`config.mk`:
```
export PLATFORM = sky130hd
export DESIGN_NAME = mux16x1_read_ctrl_flat
export DESIGN_NICKNAME = d
export VERILOG_FILES = /design/src/rtl/mux16x1_read_ctrl_if.sv /design/src/rtl/mux16x1_read_ctrl.sv /design/src/flat_wrapper.sv
export SDC_FILE = /design/constraint.sdc
export NUM_CORES = 1
export LEC_CHECK = 0
export ABC_AREA = 1
export CORE_ASPECT_RATIO = 0.9
export CORE_UTILIZATION = 50
export DETAILED_ROUTE_END_ITERATION = 8
export PLACE_DENSITY = 0.82
export RECOVER_POWER = 50
export SLEW_MARGIN = 15
export SYNTH_ARGS = -nofsm -noshare
export SYNTH_HDL_FRONTEND = slang
export SYNTH_SLANG_ARGS = --single-unit
```
`constraint.sdc`:
```
create_clock -name clk -period 2.6 [get_ports clk]
set_input_delay 0.26 -clock clk [delete_from_list [all_inputs] [get_ports clk]]
set_output_delay 0.26 -clock clk [all_outputs]
set_load 0.05 [all_outputs]
```
`src/rtl/mux16x1_read_ctrl_if.sv`:
```
`default_nettype none
// ============================================================================
//  Module      : mux16x1_read_ctrl_if
//  Description : Bundle of request/response handshake and bit-cell array
//                signals for the 2-bank x 16-word read sequencer.
//                master : requester side, also owns the sensed bitlines
//                         bl0/bl1 coming back from the array.
//                slave  : the read sequencer (mux16x1_read_ctrl).
//  Signals     : req      1   read request, qualified by req_rdy
//                adr4     1   bank select (0 = bank0, 1 = bank1)
//                adr      4   word address within the bank
//                req_rdy  1   request can be accepted this cycle
//                bl0/bl1  1   sensed bitline of bank0 / bank1
//                pre      1   bitline precharge enable
//                wl       16  one-hot read wordline
//                wb       1   latched bank select driven to the array
//                sae      1   sense-amp enable
//                dout     1   read data
//                dvalid   1   dout valid, held until dack
//                dack     1   requester has taken dout
//  Revision    : 1.0  initial release
// ============================================================================
interface mux16x1_read_ctrl_if;
    logic        req;
    logic        adr4;
    logic [3:0]  adr;
    logic        req_rdy;
    logic        bl0;
    logic        bl1;
    logic        pre;
    logic [15:0] wl;
    logic        wb;
    logic        sae;
    logic        dout;
    logic        dvalid;
    logic        dack;

    modport master (
        output req, adr4, adr, bl0, bl1, dack,
        input  req_rdy, pre, wl, wb, sae, dout, dvalid
    );

    modport slave (
        input  req, adr4, adr, bl0, bl1, dack,
        output req_rdy, pre, wl, wb, sae, dout, dvalid
    );
endinterface
`default_nettype wire

```
`src/rtl/mux16x1_read_ctrl.sv`:
```
`default_nettype none
// ============================================================================
//  Module      : mux16x1_read_ctrl
//  Description : Read-side sequencer for a 2-bank x 16-word bit-cell array.
//                Accepts a read request (bank + word), runs a precharge,
//                wordline and sense-enable sequence, samples the selected
//                bank's bitline and returns the bit over a valid/ack
//                handshake.
//  Ports       : clk    clock, all state updates on the rising edge
//                rst_n  synchronous reset, active low
//                bus    mux16x1_read_ctrl_if.slave (request, array, response)
//  Parameters  : PRE_CYC  precharge duration in cycles (1..15)
//                WL_CYC   wordline-on cycles before sensing (1..15)
//                CNT_W    phase counter width, holds max(PRE_CYC, WL_CYC)
//  Revision    : 1.0  initial release
// ============================================================================
module mux16x1_read_ctrl #(
    parameter int PRE_CYC = 2,
    parameter int WL_CYC  = 2,
    parameter int CNT_W   = 4
) (
    input  wire logic             clk,
    input  wire logic             rst_n,
    mux16x1_read_ctrl_if.slave    bus
);

    typedef enum logic [2:0] {
        ST_IDLE  = 3'd0,
        ST_PRECH = 3'd1,
        ST_WLON  = 3'd2,
        ST_SENSE = 3'd3,
        ST_DONE  = 3'd4
    } state_t;

    // Counters are loaded with duration-1 so that a phase lasts exactly
    // its configured number of cycles including the cycle it reaches 0.
    localparam logic [CNT_W-1:0] c_pre_load = CNT_W'(PRE_CYC - 1);
    localparam logic [CNT_W-1:0] c_wl_load  = CNT_W'(WL_CYC - 1);
    localparam logic [CNT_W-1:0] c_cnt_one  = CNT_W'(1);
    localparam logic [CNT_W-1:0] c_cnt_zero = '0;

    state_t             state_q, state_d;
    logic [CNT_W-1:0]   cnt_q,   cnt_d;
    logic [3:0]         word_q,  word_d;
    logic               wb_q,    wb_d;
    logic               pre_q,   pre_d;
    logic [15:0]        wl_q,    wl_d;
    logic               sae_q,   sae_d;
    logic               dout_q,  dout_d;
    logic               dvalid_q, dvalid_d;

    logic               w_req_rdy;
    logic               w_accept;
    logic               w_cnt_zero;

    // Ready is combinational and forced low while reset is asserted so a
    // requester never sees a handshake that the reset edge would discard.
    assign w_req_rdy  = (state_q == ST_IDLE) & rst_n;
    assign w_accept   = bus.req & w_req_rdy;
    assign w_cnt_zero = (cnt_q == c_cnt_zero);

    // Next-state / next-register logic.
    always_comb begin
        state_d  = state_q;
        cnt_d    = cnt_q;
        word_d   = word_q;
        wb_d     = wb_q;
        dout_d   = dout_q;
        dvalid_d = dvalid_q;

        case (state_q)
            ST_IDLE: begin
                if (w_accept) begin
                    word_d  = bus.adr;
                    wb_d    = bus.adr4;
                    cnt_d   = c_pre_load;
                    state_d = ST_PRECH;
                end
            end
            ST_PRECH: begin
                if (w_cnt_zero) begin
                    cnt_d   = c_wl_load;
                    state_d = ST_WLON;
                end else begin
                    cnt_d   = cnt_q - c_cnt_one;
                end
            end
            ST_WLON: begin
                if (w_cnt_zero) begin
                    state_d = ST_SENSE;
                end else begin
                    cnt_d   = cnt_q - c_cnt_one;
                end
            end
            ST_SENSE: begin
                // Bitlines are sampled on the edge that closes the single
                // sense-enable cycle.
                dout_d   = wb_q ? bus.bl1 : bus.bl0;
                dvalid_d = 1'b1;
                state_d  = ST_DONE;
            end
            ST_DONE: begin
                if (bus.dack) begin
                    dvalid_d = 1'b0;
                    state_d  = ST_IDLE;
                end
            end
            default: begin
                state_d = ST_IDLE;
            end
        endcase
    end

    // Array controls are derived from the state being entered so that they
    // come straight out of flops and line up exactly with the state.
    always_comb begin
        pre_d = (state_d == ST_PRECH);
        sae_d = (state_d == ST_SENSE);
        wl_d  = 16'h0000;
        if ((state_d == ST_WLON) || (state_d == ST_SENSE)) begin
            wl_d = 16'h0001 << word_d;
        end
    end

    always_ff @(posedge clk) begin
        if (!rst_n) begin
            state_q  <= ST_IDLE;
            cnt_q    <= c_cnt_zero;
            word_q   <= 4'h0;
            wb_q     <= 1'b0;
            pre_q    <= 1'b0;
            wl_q     <= 16'h0000;
            sae_q    <= 1'b0;
            dout_q   <= 1'b0;
            dvalid_q <= 1'b0;
        end else begin
            state_q  <= state_d;
            cnt_q    <= cnt_d;
            word_q   <= word_d;
            wb_q     <= wb_d;
            pre_q    <= pre_d;
            wl_q     <= wl_d;
            sae_q    <= sae_d;
            dout_q   <= dout_d;
            dvalid_q <= dvalid_d;
        end
    end

    assign bus.req_rdy = w_req_rdy;
    assign bus.pre     = pre_q;
    assign bus.wl      = wl_q;
    assign bus.wb      = wb_q;
    assign bus.sae     = sae_q;
    assign bus.dout    = dout_q;
    assign bus.dvalid  = dvalid_q;

endmodule
`default_nettype wire
```
`src/flat_wrapper.sv`:
```
// flat-port wrapper written by rule: the top's interface ports become plain ports
module mux16x1_read_ctrl_flat 
#(
    parameter int PRE_CYC = 2,
    parameter int WL_CYC  = 2,
    parameter int CNT_W   = 4
)
  (clk, rst_n, bus_req, bus_adr4, bus_adr, bus_bl0, bus_bl1, bus_dack, bus_req_rdy, bus_pre, bus_wl, bus_wb, bus_sae, bus_dout, bus_dvalid);
  mux16x1_read_ctrl_if bus_i ();
  input  wire logic clk;
  input  wire logic rst_n;
  input wire logic [$bits(bus_i.req)-1:0] bus_req;
  input wire logic [$bits(bus_i.adr4)-1:0] bus_adr4;
  input wire logic [$bits(bus_i.adr)-1:0] bus_adr;
  input wire logic [$bits(bus_i.bl0)-1:0] bus_bl0;
  input wire logic [$bits(bus_i.bl1)-1:0] bus_bl1;
  input wire logic [$bits(bus_i.dack)-1:0] bus_dack;
  output wire logic [$bits(bus_i.req_rdy)-1:0] bus_req_rdy;
  output wire logic [$bits(bus_i.pre)-1:0] bus_pre;
  output wire logic [$bits(bus_i.wl)-1:0] bus_wl;
  output wire logic [$bits(bus_i.wb)-1:0] bus_wb;
  output wire logic [$bits(bus_i.sae)-1:0] bus_sae;
  output wire logic [$bits(bus_i.dout)-1:0] bus_dout;
  output wire logic [$bits(bus_i.dvalid)-1:0] bus_dvalid;
  assign bus_i.req = bus_req;
  assign bus_i.adr4 = bus_adr4;
  assign bus_i.adr = bus_adr;
  assign bus_i.bl0 = bus_bl0;
  assign bus_i.bl1 = bus_bl1;
  assign bus_i.dack = bus_dack;
  assign bus_req_rdy = bus_i.req_rdy;
  assign bus_pre = bus_i.pre;
  assign bus_wl = bus_i.wl;
  assign bus_wb = bus_i.wb;
  assign bus_sae = bus_i.sae;
  assign bus_dout = bus_i.dout;
  assign bus_dvalid = bus_i.dvalid;
  mux16x1_read_ctrl #(.PRE_CYC(PRE_CYC), .WL_CYC(WL_CYC), .CNT_W(CNT_W)) u_core (.clk(clk), .rst_n(rst_n), .bus(bus_i));
endmodule
```
==> run summary <==
Crit Path Max Fanout: 5
TNS Setup: 0 ps
CTS root buffer: clkbuf_4
CTS Buf Count: 5
CP Launch Point: rst_n
async set-reset flop share out of synthesis: 0%
row count: 16
Setup crit end kind: output pin
setup repair bufs after CTS: 0
worst hold slack: 462 ps
initial antenna violation count: 0
slowest CP cell: clkdlybuf4s50_1
P_int: 797 uW
PnR worst setup slack: 464 ps
RR Endpoint: u_core.bus.wl[4]$_SDFF_PP0_
layout cells sized above 1: 6.44%
CORE AREA: 2280 sq um
top cells by count, synth: 37 x nand2_1, 32 x dfxtp_1, 26 x nor2_1
Max-slew headroom: 57.0%
Hold Path Class: reg -> reg
die width: 55.0 um
Final Hold Fails: 0
Die Y: 49.7 um
register area share after synthesis: 50.6%
WS Path Type: in -> out
Resized cells post-CTS: 0
port bufs: 32
synthesized net count: 176
dominant synthesized flop cell: dfxtp_1
clock power share: 22.8%
status: complete, no violations
syn avg cell area: 7.76 sq um
Power Density: 762 nW/um^2
hold bufs inserted after CTS: 0
cell count of the worst reg-to-reg path: 5
clock slew at reported path FFs: 90 ps
RSZ-0062 raised after global routing: false
most frequent cell after synthesis: nand2_1
hold path endpoint: u_core.bus.dvalid$_SDFFE_PN0P_
pre-CTS setup slack: 494 ps
Peak Freq: 0.468 GHz
Final setup viols: 0
die area: 2740 sq um
Reg power frac: 45.2%
crit-path cells: dlygate4sd3_1 > inv_1 > nor2_1 > clkdlybuf4s50_1
GP Congestion: 0.851
P_sw: 453 uW
Logic pwr share: 32.0%
CTS H-Tree Depth: 2
nets@finish: 214
Top Ports: 33
Ys Warns: 0
detailed placement HPWL: 2060 um
CTS tree: yes
total power: 1.25 mW
Synth area leaders: dfxtp_1 51%, nand2_1 11%, nor2_1 7.7%
via count: 1167
critical path data required time: 2340 ps
Switching Fraction: 36.2%
ANT cells: 0
Post-Synthesis Cells: 163
Skew-Pair Late Insertion Delay: 330 ps
RR Startpoint: u_core.state_q[1]$_SDFF_PN0_
share of the synthesized area in the top cell type: 50.6%
DRT antenna net count: 0
Max Cap Viol: 0
routed len/inst: 11.9 um
count of different cell masters after synthesis: 23
first-pass GRT wire length: 4520 um
largest net degree at the start of global routing: 16
Worst Path Arrival: 1880 ps
DR iter-0 viols: 25
residual DRC count: 0
CP startpoint kind: primary input
Initial Utilization: 55.4%
Min Clock Period, post-route: 2140 ps
Total Routing Usage GR: 23.4%
slowest stage delay, CP: 800 ps
Min-Delay Startpoint: u_core.bus.dvalid$_SDFFE_PN0P_
synthesis-to-finish area growth: 29.6%
Sink Count: 32
number of global-route vias before repair: 1087
IR drop worst, VDD: 586 uV
routed vias/inst: 5.10
Clock Skew: 6.55 ps
Slew Limit Fails: 0
Final period util: 82.2%
hold path cells: 2
GR Overflow Total: 0
leakage: 0.732 nW
Worst Tran Pin Value: 643 ps
first-pass iteration count of the detailed router: 4
area leader, netlist: dfxtp_1
maximum clock path buffer count: 2
Post-synth EDFFs: 0
R2R Setup Slk: 530 ps
total routed wirelength: 2730 um
Netlist Area Pre-Place: 1260 sq um
Synth Register Bits: 32
worst max-delay path, delay by kind of cell:
family,cells,cell delay [ps]
buffers and inverters,3,1510
and+or+nand+nor,1,100
power groups by stage:
stage                     clock (mW)  combinational (mW)  sequential (mW)
after global placement             0               0.396            0.572
after floorplan                    0               0.275            0.608
final                          0.285               0.400            0.565
after global routing           0.312               0.455            0.570
after CTS                      0.293               0.415            0.563
after detailed placement           0               0.413            0.574
registers in the layout, summed over array words and instances (netlist names):
name and count:
u_core.bus.dout 1, u_core.bus.dvalid 1, u_core.bus.pre 1, u_core.bus.sae 1, u_core.bus.wb 1, u_core.bus.wl 16
u_core.cnt_q 4, u_core.state_q 3, u_core.word_q 4
through the flow:
| step | cell area (sq um) | utilization [%] | std cells |
|---|---|---|---|
| after floorplan | 1260 | - | 163 |
| after global placement | 1610 | 70.6 | 221 |
| after detailed placement | 1610 | 70.6 | 221 |
| after CTS | 1670 | 73.2 | 229 |
| after global routing | 1640 | 71.8 | 229 |
| final | 1640 | 71.8 | 229 |
layer usage:
metal | routed length, um | vias up | part of all wire [%] | GRT usage [%]
li1 | - | 592 | - | -
met1 | 1220 | 534 | 45 | 26.8
met2 | 1290 | 34 | 47 | 37.8
met3 | 158 | 7 | 5.8 | 7.10
met4 | 55 | 0 | 2.0 | 12.1
met5 | 0 | - | 0 | 0
layout make-up:
class                   instances  area (sq um)
well taps                      27          33.8
inverters                      22          82.6
multi-input cells             107           499
fillers                       195           643
flip-flops and latches         32           641
clock buffers                   8          58.8
repair buffers                 33           324
worst max-delay path by stage:
stage	end	cells after the start
global placement	bus_req_rdy	4
detailed placement	bus_req_rdy	4
finish	bus_req_rdy	4
CTS	bus_req_rdy	4
floorplan	bus_req_rdy	3
global route	u_core.bus.wl[8]$_SDFF_PN0_	5
cells by family (layout without fill, tap and decap cells):
group / count (synthesis) / in the layout / synth area share (%)
compound gates: 12 / 12 / 6.23
flops: 32 / 32 / 50.6
buf+inv: 24 / 63 / 7.71
xor+xnor: 1 / 1 / 0.693
simple gates: 92 / 92 / 32.7
fa+ha+maj: 2 / 2 / 1.98
placed cells by master (no fill, tap or decap):
cell,instances
nand4_1,2
xor2_1,1
nor3_1,2
a31oi_1,1
o21ai_0,2
nand3b_1,1
nor2_2,1
clkbuf_1,3
nor2_1,27
nand3_1,18
nand2_2,2
inv_2,1
a21oi_1,6
nor2_4,1
clkdlybuf4s50_1,25
o21ai_2,2
inv_1,21
dfxtp_1,32
ha_1,2
clkbuf_8,1
dlygate4sd3_1,7
a211oi_1,1
clkbuf_4,5
nand2_1,38
(Power assumes the default switching activity.)
==> patch: new RTL, same settings <==
`CNT_W` is set to 4 in 2 places; all go to 3.
--- a/src/rtl/mux16x1_read_ctrl.sv
+++ b/src/rtl/mux16x1_read_ctrl.sv
@@ -19,3 +19,3 @@
     parameter int WL_CYC  = 2,
-    parameter int CNT_W   = 4
+    parameter int CNT_W   = 3
 ) (
--- a/src/flat_wrapper.sv
+++ b/src/flat_wrapper.sv
@@ -5,3 +5,3 @@
     parameter int WL_CYC  = 2,
-    parameter int CNT_W   = 4
+    parameter int CNT_W   = 3
 )
Function: no difference found for any inputs over 10 cycles, from zero or initial values and one cycle with rst_n low; that may be too few to reach the edited logic, so the function may still have changed.
==> patch against the original RTL <==
  * Sequential share of layout area down 0.84 points
  * Utilization is 1.2 points higher
  * Clock skew up 0.0023 ns
  * Sequential cell count decreased by 1
  * Cell area shrank 0.99%
  * Non-clock buffer count unchanged
  * Area after synthesis is 4.7% lower
  * Clock power rose by 38%
  * Worst setup slack improved by 0.0040 ns
  * Power fell by 4.7%
  * Critical endpoint is now u_core.bus.wl[9]$_SDFF_PN0_
  * Wire length is 7.4% lower
==> patch: results (changes against the original RTL) <==
Fillers 173 (was 195); number of diodes 0 (unchanged); met2 usage 36.6% (was 37.8%); post-CTS resize count 0 (unchanged); register area share after synthesis 51.5% (was 50.6%); Max clock buf depth 2 (unchanged); Post-Route Skew 0.00885 ns (was 0.00655 ns); Yosys cell types 19 (was 23); critical path's slowest cell nand4_1 (was clkdlybuf4s50_1); most frequent cell after synthesis nor2_1 (was nand2_1); via count 1,075 (was 1,167); worst-margin pin slew 0.676 ns (was 0.643 ns); total track usage 23.4% (about the same); Lkg Pwr 0.717 nW (was 0.732 nW); grt met1 use 26.7% (was 26.8%); clk_lat worst skew 0.33 ns (about the same); fraction of layout cells with a size suffix above 1 9.33% (was 6.44%); synth cell count leaders nor2_1 (33), dfxtp_1 (31), nand2_1 (29) (was nand2_1 (37), dfxtp_1 (32), nor2_1 (26)); Place WS 0.676 ns (was 0.494 ns); global routing usage on met3 10.7% (was 7.10%); first-pass GRT wire length 4390 um (was 4520 um); maximum VDD drop 0.632 mV (was 0.586 mV); routed len/inst 11.5 um (was 11.9 um); CP max stage delay 0.54 ns (was 0.80 ns); vias in the first global route 1,043 (was 1,087); Layout Nets 205 (was 214); Crit Path Max Fanout 15 (was 5); crit path DAT 2.35 ns (was 1.88 ns); HPWL Detailed 1860 um (was 2060 um); status finished, final reports clean (unchanged); Post-Syn Nets 166 (was 176)
-- patch: final timing paths --
kind | from | endpoint | slack, ns | cells after the start
setup / recovery | rst_n | u_core.bus.wl[9]$_SDFF_PN0_ | 0.47 | 7
hold / removal | u_core.bus.dvalid$_SDFFE_PN0P_ | u_core.bus.dvalid$_SDFFE_PN0P_ | 0.48 | 2
setup reg to reg | u_core.state_q[0]$_SDFF_PN0_ | u_core.bus.wl[9]$_SDFF_PN0_ | 0.50 | 6
hold reg to reg | u_core.bus.dvalid$_SDFFE_PN0P_ | u_core.bus.dvalid$_SDFFE_PN0P_ | 0.48 | 2
-- patch: cell type report --
cell class                      instances  area [sq um]  share of cell area, %
Clock inverter                          2          35.0                   2.16
Multi-Input combinational cell        101           474                   29.2
Clock buffer                            6          51.3                   3.16
Timing Repair Buffer                   33           328                   20.2
Inverter                               20          80.1                   4.93
Tap cell                               27          33.8                   2.08
Sequential cell                        31           621                   38.2
-- patch: kinds of logic after synthesis --
logic type                 synth area share, %
and+or+nand+nor                           31.9
muxes                                    0.831
DFF                                       51.5
buffers and inverters                     7.58
AOI/OAI and AO/OA                         6.13
adders and majority gates                 2.08
-- patch: per-stage QoR --
stage / area (sq um) / cells
2_1_floorplan: 1200 / 153
3_3_place_gp: 1560 / 212
3_5_place_dp: 1560 / 212
4_1_cts: 1640 / 220
5_1_grt: 1620 / 220
6_report: 1620 / 220
-- patch: report_power, final --
part	leakage, nW	internal, mW	switching, mW
sequential	0.252	0.502	0.0161
clock	0.0482	0.227	0.165
combinational	0.417	0.0941	0.187
total	0.717	0.823	0.368
-- patch: critical path: cells and delay by family --
| family | cells | cell delay, ns |
|---|---|---|
| and+or+nand+nor | 3 | 0.87 |
| buffers and inverters | 3 | 0.69 |
| AOI/OAI and AO/OA | 1 | 0.52 |
-- patch: layer usage --
layer / vias to the layer above / part of all wire (%)
li1: 558 / -
met1: 484 / 44
met2: 27 / 48
met3: 6 / 5.5
met4: 0 / 2.1
met5: - / 0
